==> src/rtl/vga_sync_monitor.sv <==
// Receive-side VGA timing checker: measures hs/vs timing, tracks lock,
// and rebuilds active-pixel coordinates from blank_n.
module vga_sync_monitor #(
    parameter int H_SYNC      = 96,
    parameter int H_TOTAL     = 800,
    parameter int V_SYNC      = 2,
    parameter int V_TOTAL     = 525,
    parameter int LOCK_FRAMES = 2,
    parameter int CW          = 12
) (
    input  logic          clk,
    input  logic          reset,
    input  logic          hs,
    input  logic          vs,
    input  logic          blank_n,
    output logic [CW-1:0] h_period,
    output logic [CW-1:0] h_sync_len,
    output logic [CW-1:0] v_lines,
    output logic [CW-1:0] v_sync_len,
    output logic          line_strobe,
    output logic          frame_strobe,
    output logic          locked,
    output logic          err_h,
    output logic          err_v,
    output logic [9:0]    px_x,
    output logic [9:0]    px_y,
    output logic          px_valid
);

    localparam int GW = $clog2(LOCK_FRAMES + 1);

    localparam logic [CW-1:0] CMAX   = '1;
    localparam logic [CW-1:0] HS_C   = CW'(H_SYNC);
    localparam logic [CW-1:0] HT_C   = CW'(H_TOTAL);
    localparam logic [CW-1:0] VS_C   = CW'(V_SYNC);
    localparam logic [CW-1:0] VT_C   = CW'(V_TOTAL);
    localparam logic [CW-1:0] VT2_C  = CW'(2 * V_TOTAL);
    localparam logic [GW-1:0] LOCK_C = GW'(LOCK_FRAMES);

    typedef enum logic [1:0] {
        SEARCH,
        MEASURE,
        LOCKED
    } state_t;

    state_t state_q, state_d;

    logic s_hs_q, s_hs_d;
    logic s_vs_q, s_vs_d;
    logic s_blank_q, s_blank_d;
    logic p_hs_q, p_hs_d;
    logic p_vs_q, p_vs_d;

    logic [CW-1:0] h_cnt_q, h_cnt_d;
    logic [CW-1:0] lo_cnt_q, lo_cnt_d;
    logic [CW-1:0] l_cnt_q, l_cnt_d;
    logic [CW-1:0] vl_cnt_q, vl_cnt_d;
    logic [GW-1:0] good_cnt_q, good_cnt_d;

    logic h_seen_q, h_seen_d;
    logic v_seen_q, v_seen_d;
    logic hlen_valid_q, hlen_valid_d;
    logic frame_bad_q, frame_bad_d;
    logic line_act_q, line_act_d;

    logic [CW-1:0] h_period_q, h_period_d;
    logic [CW-1:0] h_sync_len_q, h_sync_len_d;
    logic [CW-1:0] v_lines_q, v_lines_d;
    logic [CW-1:0] v_sync_len_q, v_sync_len_d;

    logic line_strobe_q, line_strobe_d;
    logic frame_strobe_q, frame_strobe_d;
    logic err_h_q, err_h_d;
    logic err_v_q, err_v_d;

    logic [9:0] px_x_q, px_x_d;
    logic [9:0] px_y_q, px_y_d;

    logic          hfall, hrise, vfall;
    logic          measure_h, checking;
    logic          line_ok, frame_ok;
    logic          bad_line, bad_frame;
    logic          timeout;
    logic [CW-1:0] h_next;

    always_comb begin
        hfall     = p_hs_q & ~s_hs_q;
        hrise     = ~p_hs_q & s_hs_q;
        vfall     = p_vs_q & ~s_vs_q;
        measure_h = hfall & h_seen_q;
        checking  = (state_q != SEARCH);
        h_next    = h_cnt_q + 1'b1;

        line_ok  = (h_next == HT_C) && (h_sync_len_q == HS_C)
                && hlen_valid_q;
        frame_ok = (l_cnt_q == VT_C) && (vl_cnt_q == VS_C)
                && !frame_bad_q;

        bad_line  = measure_h && !line_ok && checking;
        bad_frame = vfall && v_seen_q && !frame_ok && checking;

        // An hfall clears h_cnt this cycle, so a saturated count that is
        // ending must not also wipe the h_seen it is about to set.
        timeout = ((h_cnt_q == CMAX) && !hfall) || (l_cnt_q == VT2_C);
    end

    always_comb begin
        s_hs_d    = hs;
        s_vs_d    = vs;
        s_blank_d = blank_n;
        p_hs_d    = s_hs_q;
        p_vs_d    = s_vs_q;

        h_cnt_d      = h_cnt_q;
        lo_cnt_d     = lo_cnt_q;
        l_cnt_d      = l_cnt_q;
        vl_cnt_d     = vl_cnt_q;
        h_seen_d     = h_seen_q;
        hlen_valid_d = hlen_valid_q;
        frame_bad_d  = frame_bad_q;
        h_period_d   = h_period_q;
        h_sync_len_d = h_sync_len_q;
        v_lines_d    = v_lines_q;
        v_sync_len_d = v_sync_len_q;

        line_strobe_d  = measure_h;
        frame_strobe_d = vfall;
        err_h_d        = bad_line;
        err_v_d        = bad_frame;

        if (hfall) begin
            h_cnt_d  = '0;
            h_seen_d = 1'b1;
        end else if (h_cnt_q != CMAX) begin
            h_cnt_d = h_next;
        end
        if (measure_h) begin
            h_period_d = h_next;
        end

        if (hrise) begin
            lo_cnt_d     = '0;
            h_sync_len_d = lo_cnt_q;
            hlen_valid_d = 1'b1;
        end else if (!s_hs_q && lo_cnt_q != CMAX) begin
            lo_cnt_d = lo_cnt_q + 1'b1;
        end

        // A line starting on the vfall cycle belongs to the new frame.
        if (vfall) begin
            l_cnt_d     = measure_h ? CW'(1) : '0;
            vl_cnt_d    = measure_h ? CW'(1) : '0;
            frame_bad_d = 1'b0;
            if (v_seen_q) begin
                v_lines_d    = l_cnt_q;
                v_sync_len_d = vl_cnt_q;
            end
        end else if (measure_h) begin
            l_cnt_d = l_cnt_q + 1'b1;
            if (!s_vs_q) begin
                vl_cnt_d = vl_cnt_q + 1'b1;
            end
        end
        if (bad_line) begin
            frame_bad_d = 1'b1;
        end

        state_d    = state_q;
        good_cnt_d = good_cnt_q;
        v_seen_d   = v_seen_q;
        unique case (state_q)
            SEARCH: begin
                if (vfall) begin
                    v_seen_d   = 1'b1;
                    good_cnt_d = '0;
                    state_d    = MEASURE;
                end
            end
            MEASURE: begin
                if (vfall) begin
                    if (bad_frame) begin
                        good_cnt_d = '0;
                    end else begin
                        good_cnt_d = good_cnt_q + 1'b1;
                        if (good_cnt_d == LOCK_C) begin
                            state_d = LOCKED;
                        end
                    end
                end
            end
            LOCKED: begin
                if (bad_line || bad_frame) begin
                    good_cnt_d = '0;
                    state_d    = MEASURE;
                end
            end
            default: state_d = SEARCH;
        endcase

        if (timeout) begin
            state_d      = SEARCH;
            h_seen_d     = 1'b0;
            v_seen_d     = 1'b0;
            hlen_valid_d = 1'b0;
            frame_bad_d  = 1'b0;
            good_cnt_d   = '0;
        end
    end

    always_comb begin
        px_x_d     = px_x_q;
        px_y_d     = px_y_q;
        line_act_d = line_act_q | s_blank_q;
        // Looking ahead at blank_n holds px_x on the last active pixel.
        if (hfall) begin
            px_x_d = '0;
        end else if (s_blank_q && blank_n) begin
            px_x_d = px_x_q + 1'b1;
        end
        if (hfall) begin
            line_act_d = 1'b0;
        end
        if (vfall) begin
            px_y_d = '0;
        end else if (hfall && line_act_q) begin
            px_y_d = px_y_q + 1'b1;
        end
    end

    always_ff @(posedge clk or negedge reset) begin
        if (!reset) begin
            state_q        <= SEARCH;
            s_hs_q         <= 1'b1;
            s_vs_q         <= 1'b1;
            s_blank_q      <= 1'b0;
            p_hs_q         <= 1'b1;
            p_vs_q         <= 1'b1;
            h_cnt_q        <= '0;
            lo_cnt_q       <= '0;
            l_cnt_q        <= '0;
            vl_cnt_q       <= '0;
            good_cnt_q     <= '0;
            h_seen_q       <= 1'b0;
            v_seen_q       <= 1'b0;
            hlen_valid_q   <= 1'b0;
            frame_bad_q    <= 1'b0;
            line_act_q     <= 1'b0;
            h_period_q     <= '0;
            h_sync_len_q   <= '0;
            v_lines_q      <= '0;
            v_sync_len_q   <= '0;
            line_strobe_q  <= 1'b0;
            frame_strobe_q <= 1'b0;
            err_h_q        <= 1'b0;
            err_v_q        <= 1'b0;
            px_x_q         <= '0;
            px_y_q         <= '0;
        end else begin
            state_q        <= state_d;
            s_hs_q         <= s_hs_d;
            s_vs_q         <= s_vs_d;
            s_blank_q      <= s_blank_d;
            p_hs_q         <= p_hs_d;
            p_vs_q         <= p_vs_d;
            h_cnt_q        <= h_cnt_d;
            lo_cnt_q       <= lo_cnt_d;
            l_cnt_q        <= l_cnt_d;
            vl_cnt_q       <= vl_cnt_d;
            good_cnt_q     <= good_cnt_d;
            h_seen_q       <= h_seen_d;
            v_seen_q       <= v_seen_d;
            hlen_valid_q   <= hlen_valid_d;
            frame_bad_q    <= frame_bad_d;
            line_act_q     <= line_act_d;
            h_period_q     <= h_period_d;
            h_sync_len_q   <= h_sync_len_d;
            v_lines_q      <= v_lines_d;
            v_sync_len_q   <= v_sync_len_d;
            line_strobe_q  <= line_strobe_d;
            frame_strobe_q <= frame_strobe_d;
            err_h_q        <= err_h_d;
            err_v_q        <= err_v_d;
            px_x_q         <= px_x_d;
            px_y_q         <= px_y_d;
        end
    end

    assign h_period     = h_period_q;
    assign h_sync_len   = h_sync_len_q;
    assign v_lines      = v_lines_q;
    assign v_sync_len   = v_sync_len_q;
    assign line_strobe  = line_strobe_q;
    assign frame_strobe = frame_strobe_q;
    assign locked       = (state_q == LOCKED);
    assign err_h        = err_h_q;
    assign err_v        = err_v_q;
    assign px_x         = px_x_q;
    assign px_y         = px_y_q;
    assign px_valid     = s_blank_q;

endmodule

==> config.mk <==
export PLATFORM = sky130hd
export DESIGN_NAME = vga_sync_monitor
export DESIGN_NICKNAME = d
export VERILOG_FILES = /design/src/rtl/vga_sync_monitor.sv
export SDC_FILE = /design/constraint.sdc
export NUM_CORES = 1
export LEC_CHECK = 0
export ABC_AREA = 1
export BUFFER_PORTS_ARGS = -buffer_cell sky130_fd_sc_hd__clkbuf_2
export CORE_UTILIZATION = 52
export CTS_CLUSTER_DIAMETER = 50
export DETAILED_ROUTE_END_ITERATION = 8
export PLACE_DENSITY = 0.76
export REMOVE_ABC_BUFFERS = 1
export SYNTH_ARGS = -nofsm -noshare
export SYNTH_HDL_FRONTEND = slang
export SYNTH_SLANG_ARGS = --single-unit
export TNS_END_PERCENT = 20
==> constraint.sdc <==
create_clock -name clk -period 1.7 [get_ports clk]
set_clock_uncertainty 0.1 [all_clocks]
set_input_delay 0.34 -clock clk [delete_from_list [all_inputs] [get_ports clk]]
set_output_delay 0.34 -clock clk [all_outputs]
set_load 0.01 [all_outputs]
==> results.json <==
{
  "p_clk_frac": 0.391,
  "crit_chain": "ha_2, nand2_4, nor2_4, nand3_4, nor2_4, nand4_4, o21ai_4, buf_6, o21ai_2, nand2_1, nor2_1",
  "r2r_cells": 11,
  "leakage_nw": 4.32,
  "clock_path_buffers": 2,
  "antennaDiodeCount": 0,
  "p_sw_frac": 0.281,
  "io_buffers": 78,
  "clk_latency_ns": 0.42,
  "start_kind": "register",
  "overflow": 0,
  "cp.arrival_ns": 2.16,
  "finalCritPeriodShare": 1.15,
  "route.detailed.drc": 3,
  "period_needed_ns": 1.96,
  "hold_violations": 0,
  "grt_max_degree": 47,
  "dieArea_mm2": 0.0124,
  "crit_type": "register to register",
  "ant_nets": 0,
  "critical-path-top-delay-family": "simple AND/OR/NAND/NOR gates",
  "nets": 966,
  "synth.distinct_cells": 38,
  "grt_pass1_wl_um": 27800,
  "syn-mean-instance-area_um2": 8.47,
  "report.final.setup_viol": 34,
  "routabilityCongestion": 0.861,
  "worst_slack_ns": -0.262,
  "power_frac_seq": 0.414,
  "violations": "design-rule violations, negative setup slack",
  "fp.dieW_um": 112,
  "cts_sinks": 134,
  "wl_per_cell_um": 15.9,
  "areaGrowthSynthToFinish_pct": 39.9,
  "synth-seq-cells": 134,
  "row_count": 39,
  "power_switching_w": 0.00251,
  "power.density_mw_per_mm2": 1020,
  "first_iter_violations": 397,
  "worstReg2RegEnd": "lo_cnt_q[9]",
  "h-tree-depth": 4,
  "fin_cells": 1105,
  "seq_area_frac_synth": 0.538,
  "timing.fmax_ghz": 0.510,
  "postSynthCellCount": 737,
  "final_area_mm2": 0.00873,
  "hold_class": "input pin to register",
  "synthArstFlopShare": 1.00,
  "final_core_util": 0.755,
  "power_frac_comb": 0.195,
  "crit_top_cell": "nor2_4",
  "max_stage_delay_ns": 0.35,
  "dp_cells": 1035,
  "drv_cap": 0,
  "crit_slowest_cell": "dfrtp_1",
  "cp_num_buf_inv": 1,
  "ys.flop_type": "dfrtp_1",
  "status": "finished, violations left",
  "io_pins": 79,
  "core_area_mm2": 0.0116,
  "min-delay-start": "blank_n",
  "internal_power_w": 0.00642,
  "dp_hpwl_um": 10800,
  "wirelength_um": 17600,
  "place_area_mm2": 0.00748,
  "tightest_slew_ns": 0.323,
  "synth_edf_count": 0,
  "cts_root_buf": "clkbuf_16",
  "ff2ff_setup_slack_ns": -0.26,
  "vdd_drop_max_v": 0.000803,
  "rsz0062_at_grt": "true",
  "syn-cell-area_mm2": 0.00624,
  "die_h_um": 112,
  "final_common_cell": "nand2_1",
  "grtUsageTotal": 0.283,
  "tritoncts": "done",
  "timing.rr.start": "lo_cnt_q[0]",
  "via_per_inst": 5.48,
  "numCtsBuffers": 17,
  "first_pass_iters": 7,
  "start_util": 0.540,
  "slew-limit-headroom": 0.784,
  "min_path_cells": 6,
  "slew_violations": 0,
  "layout_common_cells": "nand2_1, dfrtp_1, buf_4",
  "yosysWarnings": 0,
  "critical_path_required_ns": 1.90,
  "grt_pass1_vias": 5962,
  "endpoint_kind": "register",
  "crit_fanout": 5,
  "antenna_found_initial": 0,
  "worstHoldEndpoint": "px_x[0]",
  "clk_pin_slew_ns": 0.05,
  "num_vias": 6056,
  "drive_gt1_frac": 0.344
}
## metal layers
metal  track usage  part of all wire  up-vias
li1              -                 -     2822
met1         0.353              0.41     2932
met3        0.0691             0.063       46
met5             0                 0        -
met2         0.475              0.51      256
met4         0.114             0.024        0
## per-stage QoR
step	setup WS (ns)	TNS, ns	power, W	hold slack, ns
2_1_floorplan	-1.11	-20.28	0.00440	-0.0556
3_3_place_gp	-0.142	-1.53	0.00505	0.124
3_5_place_dp	-0.277	-4.00	0.00514	0.129
4_1_cts	-0.222	-4.20	0.00880	0.234
5_1_grt	-0.379	-9.42	0.00929	0.268
6_report	-0.262	-5.47	0.00893	0.244
## worst max-delay path by stage
stage | from | to | slack, ns | cells after the start
after floorplan | p_vs_d | state_q[0] | -1.11 | 11
final | lo_cnt_q[0] | lo_cnt_q[9] | -0.26 | 11
after CTS | p_hs_q | px_y[9] | -0.22 | 13
after global routing | h_cnt_q[0] | good_cnt_q[1] | -0.38 | 14
after global placement | h_cnt_q[1] | good_cnt_q[0] | -0.14 | 14
after detailed placement | h_cnt_q[1] | good_cnt_q[1] | -0.28 | 14
## state kept, by name, summed over array words and instances, names as in the netlist, 2 cells and up
name        count
px_y           10
v_lines        12
h_period       12
lo_cnt_q       12
h_sync_len     12
state_q         2
v_sync_len     12
good_cnt_q      2
px_x           10
h_cnt_q        12
vl_cnt_q       12
l_cnt_q        12
## logic make-up (layout without fill, tap and decap cells)
group | count (synthesis) | in the layout | share of synthesized area
and+or+nand+nor | 334 | 335 | 0.249
AOI/OAI and AO/OA | 136 | 136 | 0.114
DFF | 134 | 134 | 0.538
buffers and inverters | 118 | 342 | 0.0720
adders and majority gates | 10 | 10 | 0.0200
xor gates and xnor gates | 5 | 5 | 0.00702
## power groups by stage
stage	Combinational (W)	Clock, W	Sequential [W]
after global placement	0.00136	0	0.00369
after detailed placement	0.00144	0	0.00370
after floorplan	0.000661	0	0.00374
after global routing	0.00189	0.00368	0.00372
after CTS	0.00161	0.00351	0.00368
final	0.00174	0.00349	0.00370
## worst min-delay path, stage by stage
cell and delay, ns:
clkbuf_2 0.08, nand2_1 0.06, inv_1 0.08, nand2_1 0.07, nand2_1 0.06, nor2_1 0.04
## cells in the mapped netlist (7+ instances only)
master | n | area share
a21oi_1 | 31 | 0.025
clkbuf_1 | 10 | 0.0060
dfrtp_1 | 130 | 0.52
ha_1 | 10 | 0.020
inv_1 | 100 | 0.060
nand2_1 | 166 | 0.10
nand2_2 | 10 | 0.010
nand3_1 | 32 | 0.026
nand4_1 | 14 | 0.014
nor2_1 | 64 | 0.038
nor2_2 | 7 | 0.0070
nor3_1 | 15 | 0.012
o21ai_0 | 91 | 0.073
## what timing repair did
item,4_1_cts,5_1_grt
cloned,0,1
setup buffers,24,11
hold buffers,4,0
resized for setup,53,57
pin swaps,20,27
endpoints found under the setup margin,43,58
endpoints found under the hold margin,28,0
## final cells by class
cell class / instances / area (µm²)
sequential: 134 / 3360
fill: 744 / 2840
multi-input combinational: 486 / 2770
timing repair buffer: 209 / 1470
clock buffer: 27 / 523
inverter: 103 / 390
tap: 143 / 179
clock inverter: 3 / 40.0
Power figures use the tool's default switching activity.
